### src/rtl/bus_dma_arbiter.sv
// bus_dma_arbiter
//
// Shares the single bus_ram port between the cpu_6502 core and a block-copy
// DMA engine. A DMA request drops CPU RDY, waits until the CPU is parked on a
// read cycle, takes the bus, then copies N bytes (read src, write dst). Each
// access is one phi2-aligned bus cycle. After the last byte the bus goes back
// to the CPU.
//
// Ports:
//   i_clk, i_reset           system clock, asynchronous active-high reset
//   i_phi2                   cpu_6502 o_phi2; its falling edge ends a bus cycle
//   i_cpu_addr/data/rw       cpu_6502 bus pins (rw: 1 = read)
//   o_cpu_rdy                to cpu_6502 i_rdy
//   o_cpu_data               read data to cpu_6502
//   o_bus_addr/data/rw       to bus_ram
//   i_bus_data               from bus_ram
//   i_dma_start              one-clock start strobe (ignored unless idle)
//   i_dma_src/dst/len        transfer descriptor, sampled with start
//   o_dma_busy, o_dma_done   busy level / one-clock completion pulse
//
// Build option BUS_DMA_ARBITER_FILL_EN adds i_dma_fill and i_dma_fill_val.
// When fill is set, the read cycles are skipped and every destination byte
// is written with the fill value.

module bus_dma_arbiter #(
    parameter int unsigned LEN_W  = 8,
    parameter int unsigned ADDR_W = 16
) (
    input  logic              i_clk,
    input  logic              i_reset,
    input  logic              i_phi2,
    input  logic [ADDR_W-1:0] i_cpu_addr,
    input  logic [7:0]        i_cpu_data,
    input  logic              i_cpu_rw,
    output logic              o_cpu_rdy,
    output logic [7:0]        o_cpu_data,
    output logic [ADDR_W-1:0] o_bus_addr,
    output logic [7:0]        o_bus_data,
    output logic              o_bus_rw,
    input  logic [7:0]        i_bus_data,
    input  logic              i_dma_start,
    input  logic [ADDR_W-1:0] i_dma_src,
    input  logic [ADDR_W-1:0] i_dma_dst,
    input  logic [LEN_W-1:0]  i_dma_len,
`ifdef BUS_DMA_ARBITER_FILL_EN
    input  logic              i_dma_fill,
    input  logic [7:0]        i_dma_fill_val,
`endif
    output logic              o_dma_busy,
    output logic              o_dma_done
);

    typedef enum logic [2:0] {
        IDLE,
        HALT,
        READ,
        WRITE,
        RELEASE
    } state_t;

    state_t            state;
    logic              phi2_q;
    logic              boundary;
    logic              dma_own;
    logic [ADDR_W-1:0] src;
    logic [ADDR_W-1:0] dst;
    logic [LEN_W-1:0]  cnt;
    logic [7:0]        latch;
    logic [7:0]        cpu_hold;
    logic              fill_q;
    logic [7:0]        wr_data;

`ifdef BUS_DMA_ARBITER_FILL_EN
    logic [7:0]        fill_val_q;

    assign wr_data = fill_q ? fill_val_q : latch;
`else
    assign fill_q  = 1'b0;
    assign wr_data = latch;
`endif

    // Falling edge of phi2 seen on this clock: the current bus cycle ends here.
    assign boundary = phi2_q & ~i_phi2;

    always_ff @(posedge i_clk or posedge i_reset) begin
        if (i_reset) begin
            state      <= IDLE;
            phi2_q     <= 1'b0;
            dma_own    <= 1'b0;
            src        <= '0;
            dst        <= '0;
            cnt        <= '0;
            latch      <= '0;
            cpu_hold   <= '0;
            o_cpu_rdy  <= 1'b1;
            o_dma_busy <= 1'b0;
            o_dma_done <= 1'b0;
`ifdef BUS_DMA_ARBITER_FILL_EN
            fill_q     <= 1'b0;
            fill_val_q <= '0;
`endif
        end else begin
            phi2_q     <= i_phi2;
            o_dma_done <= 1'b0;

            // Remember what the CPU last saw, so its data input stays steady
            // while the DMA engine owns the bus.
            if (!dma_own) begin
                cpu_hold <= i_bus_data;
            end

            case (state)
                IDLE: begin
                    if (i_dma_start) begin
                        src <= i_dma_src;
                        dst <= i_dma_dst;
                        cnt <= i_dma_len;
`ifdef BUS_DMA_ARBITER_FILL_EN
                        fill_q     <= i_dma_fill;
                        fill_val_q <= i_dma_fill_val;
`endif
                        if (i_dma_len == '0) begin
                            o_dma_done <= 1'b1;
                        end else begin
                            state      <= HALT;
                            o_cpu_rdy  <= 1'b0;
                            o_dma_busy <= 1'b1;
                        end
                    end
                end

                // A 6502 ignores RDY on write cycles, so the bus is only
                // safe once a cycle ends with the CPU reading.
                HALT: begin
                    if (boundary && i_cpu_rw) begin
                        dma_own <= 1'b1;
                        state   <= fill_q ? WRITE : READ;
                    end
                end

                READ: begin
                    if (boundary) begin
                        latch <= i_bus_data;
                        src   <= src + ADDR_W'(1);
                        state <= WRITE;
                    end
                end

                WRITE: begin
                    if (boundary) begin
                        dst <= dst + ADDR_W'(1);
                        cnt <= cnt - LEN_W'(1);
                        if (cnt == LEN_W'(1)) begin
                            dma_own <= 1'b0;
                            state   <= RELEASE;
                        end else begin
                            state <= fill_q ? WRITE : READ;
                        end
                    end
                end

                RELEASE: begin
                    o_cpu_rdy  <= 1'b1;
                    o_dma_busy <= 1'b0;
                    o_dma_done <= 1'b1;
                    state      <= IDLE;
                end

                default: begin
                    state <= IDLE;
                end
            endcase
        end
    end

    always_comb begin
        o_bus_addr = i_cpu_addr;
        o_bus_data = i_cpu_data;
        o_bus_rw   = i_cpu_rw;
        o_cpu_data = i_bus_data;
        if (dma_own) begin
            o_cpu_data = cpu_hold;
            o_bus_data = wr_data;
            if (state == WRITE) begin
                o_bus_addr = dst;
                o_bus_rw   = 1'b0;
            end else begin
                o_bus_addr = src;
                o_bus_rw   = 1'b1;
            end
        end
    end

endmodule

### config.mk
export PLATFORM = sky130hd
export DESIGN_NAME = bus_dma_arbiter
export DESIGN_NICKNAME = d
export VERILOG_FILES = /design/src/rtl/bus_dma_arbiter.sv
export SDC_FILE = /design/constraint.sdc
export NUM_CORES = 1
export LEC_CHECK = 0
export BUFFER_PORTS_ARGS = -buffer_cell sky130_fd_sc_hd__buf_4
export CAP_MARGIN = 20
export CORE_MARGIN = 2
export CORE_UTILIZATION = 53
export CTS_CLUSTER_SIZE = 25
export DETAILED_ROUTE_END_ITERATION = 8
export PLACE_DENSITY = 0.87
export SETUP_SLACK_MARGIN = 0.05
export SKIP_CTS_REPAIR_TIMING = 1
export SLEW_MARGIN = 15
export SYNTH_ARGS = -nofsm -noshare
export SYNTH_HDL_FRONTEND = slang
export SYNTH_SLANG_ARGS = --single-unit
### constraint.sdc
create_clock -name i_clk -period 2.1 [get_ports i_clk]
set_clock_uncertainty 0.1 [all_clocks]
set_input_delay 0 -clock i_clk [delete_from_list [all_inputs] [get_ports i_clk]]
set_output_delay 0 -clock i_clk [all_outputs]
set_load 0.05 [all_outputs]
==> reports/metrics.cfg <==
[outcome]
status = finished, violations left
violations = hold timing

[routing]
dr.first_iter.drc_count = 421
drt-total-wl_um = 13500
ant_nets = 0
routed-via-count = 4521
drt_pass1_iterations = 5
route.detailed.drc = 0
wire_per_inst_um = 18.6
via_per_inst = 6.24

[timing]
post-route-period-util_pct = 96.7
drv_slew = 0
relSlewSlack_pct = 61.6
max_freq_mhz = 493
final-setup-viol-count = 0
tns_ps = 0
holdWs_ps = -42.7
rsz0062_at_grt = yes
finalHoldViolCount = 2
min_period_ps = 2030
tightest_slew_ps = 576

[setup_path]
max_stage_delay_ps = 420
critPathArrivalTime_ps = 1930
crit_fanout = 21
cp-end-kind = output pin
cpMaxStageDelayCell = dfrtp_2
r2r-start = dst[1]$_DFFE_PP0P_
path_cells = buf_4, and3b_2, buf_8, nand2_1, a31oi_2, buf_6
start_kind = flip-flop
startpoint = state[0]$_DFFE_PP0P_
required_ps = 2000
criticalPathCategory = reg -> out

[cts]
worstSkewPairLatency_ps = 360
cts_buffer_depth = 2
cts.reportedPaths.clkPinSlew_ps = 80
htree_levels = 3
numCtsBuffers = 9
cts_tree = yes
root_buffer = clkbuf_8
cts.sinks = 64

[floorplan]
die_h_um = 90.3
rows = 31
start_util_pct = 54.7
dieArea_um2 = 8150
core-area_um2 = 7210
dieWidth_um = 90.3
io_pins = 113

[place]
place_area_um2 = 5060
port_buffers = 112
gp_congestion = 0.908
hpwl_um = 9030

[global_route]
grt_max_degree = 29
antenna_found_initial = 0
grt_first_pass_wirelength_um = 19800
grt_pass1_vias = 4056
grt_util_all_layers_pct = 30.0
overflow = 0

[logic_synthesis]
synth_area_leaders = dfrtp_1 40%, mux2_2 6.9%, nand2_1 5.7%
synthArstFlopShare_pct = 100
ys_warn_count = 0
synthTopCellsByCount = 63 x dfrtp_1, 60 x nand2_1, 44 x a21oi_1, 39 x nor2_1, 28 x o21ai_0
syn_nets = 541
yosysSeqAreaShare_pct = 40.6
synth_cells = 460
synth_most_common_cell = dfrtp_1
synth_edf_count = 0
ys_ff_latch = 64
synth_largest_area_cell = dfrtp_1
syn_area_um2 = 3940
synth.avg_cell_area_um2 = 8.57
yosys.area.top_type_share_pct = 40.0
ys.flop_type = dfrtp_1
synth_cell_type_count = 59

[power]
p_seq_share_pct = 24.0
p_comb_share_pct = 64.9
p_total_mw = 9.97
peakVddDrop_mv = 1.49
power_switching_mw = 5.21
p_leak_nw = 2.50
power.density_nw_per_um2 = 1710
clkPwrFrac_pct = 11.1
switching_share_pct = 52.2
internal-power_mw = 4.76

[hold_path]
min_from = i_dma_src[15]
min_path_type = in -> reg

[finish]
finalNetCount = 701
area_growth_pct = 48.1
drive_gt1_share_pct = 33.4
diodes = 0
post-route-util_pct = 81.0
final_area_um2 = 5840

[run]
drv_cap = 0

==> critical path, delay by kind of cell (launching register included) <==
family | cells | cell delay [ps]
buffers and inverters | 3 | 550
AO/OA/AOI/OAI | 1 | 220
flip-flops | 1 | 420
AND/OR/NAND/NOR | 2 | 390
==> layout make-up <==
| cell class | instances | area [µm²] |
|---|---|---|
| clock inverter | 6 | 66.3 |
| sequential | 64 | 1610 |
| multi-input combinational | 352 | 2270 |
| tap | 99 | 124 |
| clock buffer | 10 | 138 |
| inverter | 12 | 45.0 |
| fill | 442 | 1370 |
| timing repair buffer | 181 | 1590 |
==> power groups by stage <==
stage | registers (mW) | clock network [mW] | logic [mW]
final | 2.39 | 1.11 | 6.47
after global routing | 2.45 | 1.18 | 6.82
after CTS | 2.34 | 1.11 | 5.94
after detailed placement | 2.35 | 0 | 5.92
after global placement | 2.31 | 0 | 5.77
after floorplan | 2.19 | 0 | 4.35
==> layer usage <==
metal	routed length, µm	GRT usage (%)	vias to the layer above
met4	420	9.23	0
met1	5130	38.0	2176
met3	1000	6.34	44
met5	0	0	-
met2	6900	51.6	267
li1	-	-	2034
==> state kept, by name, summed over array words and instances (netlist names) <==
signal,cells
phi2_q,1
o_dma_busy,1
cpu_hold,8
src,16
dst,16
cnt,8
latch,8
dma_own,1
o_dma_done,1
o_cpu_rdy,1
state,3
==> cell usage in the layout, fill, tap and decap left out, types with 5 or more instances in the layout <==
cell type	count
buf_4	115
nand2_1	59
nor3_1	10
o21ai_0	28
nand4_1	7
o22a_1	5
mux2_2	24
clkbuf_8	10
dfrtp_1	60
a21oi_1	44
dlygate4sd3_1	47
inv_1	11
nor4_1	7
nand3_1	19
nor2_1	39
a31oi_2	15
a31oi_1	7
mux2i_1	5
o22ai_1	10
a2bb2oi_1	6
buf_6	13
==> through the flow <==
stage | setup slack (ps) | hold WS (ps) | instances
after floorplan | 68.7 | -68.6 | 460
after global placement | 222 | -9.94 | 659
after detailed placement | 147 | 1.59 | 659
after CTS | -92.2 | -377 | 675
after global routing | -14.8 | 2.27 | 724
final | 69.6 | -42.7 | 724
==> final timing paths <==
check,end,slack [ps],depth (start not counted)
setup / recovery,o_bus_addr[0],70,6
hold / removal,src[15]$_DFFE_PP0P_,-40,3
setup reg to reg,dst[14]$_DFFE_PP0P_,150,5
hold reg to reg,cpu_hold[7]$_DFF_PP0_,400,1
max in group asynchronous,cnt[7]$_DFFE_PP0P_,1070,4
min in group asynchronous,dst[4]$_DFFE_PP0P_,160,3
==> logic make-up (layout without fill, tap and decap cells) <==
| family | count (synthesis) | count (layout) | share of synthesized area (%) |
|---|---|---|---|
| flip-flops | 64 | 64 | 40.6 |
| AND/OR/NAND/NOR | 171 | 171 | 21.6 |
| buffers and inverters | 44 | 209 | 4.70 |
| multiplexers | 29 | 29 | 8.12 |
| adder cells (fa/ha/maj) | 4 | 4 | 1.27 |
| AO/OA/AOI/OAI | 148 | 148 | 23.7 |
Power figures use the tool's default switching activity.
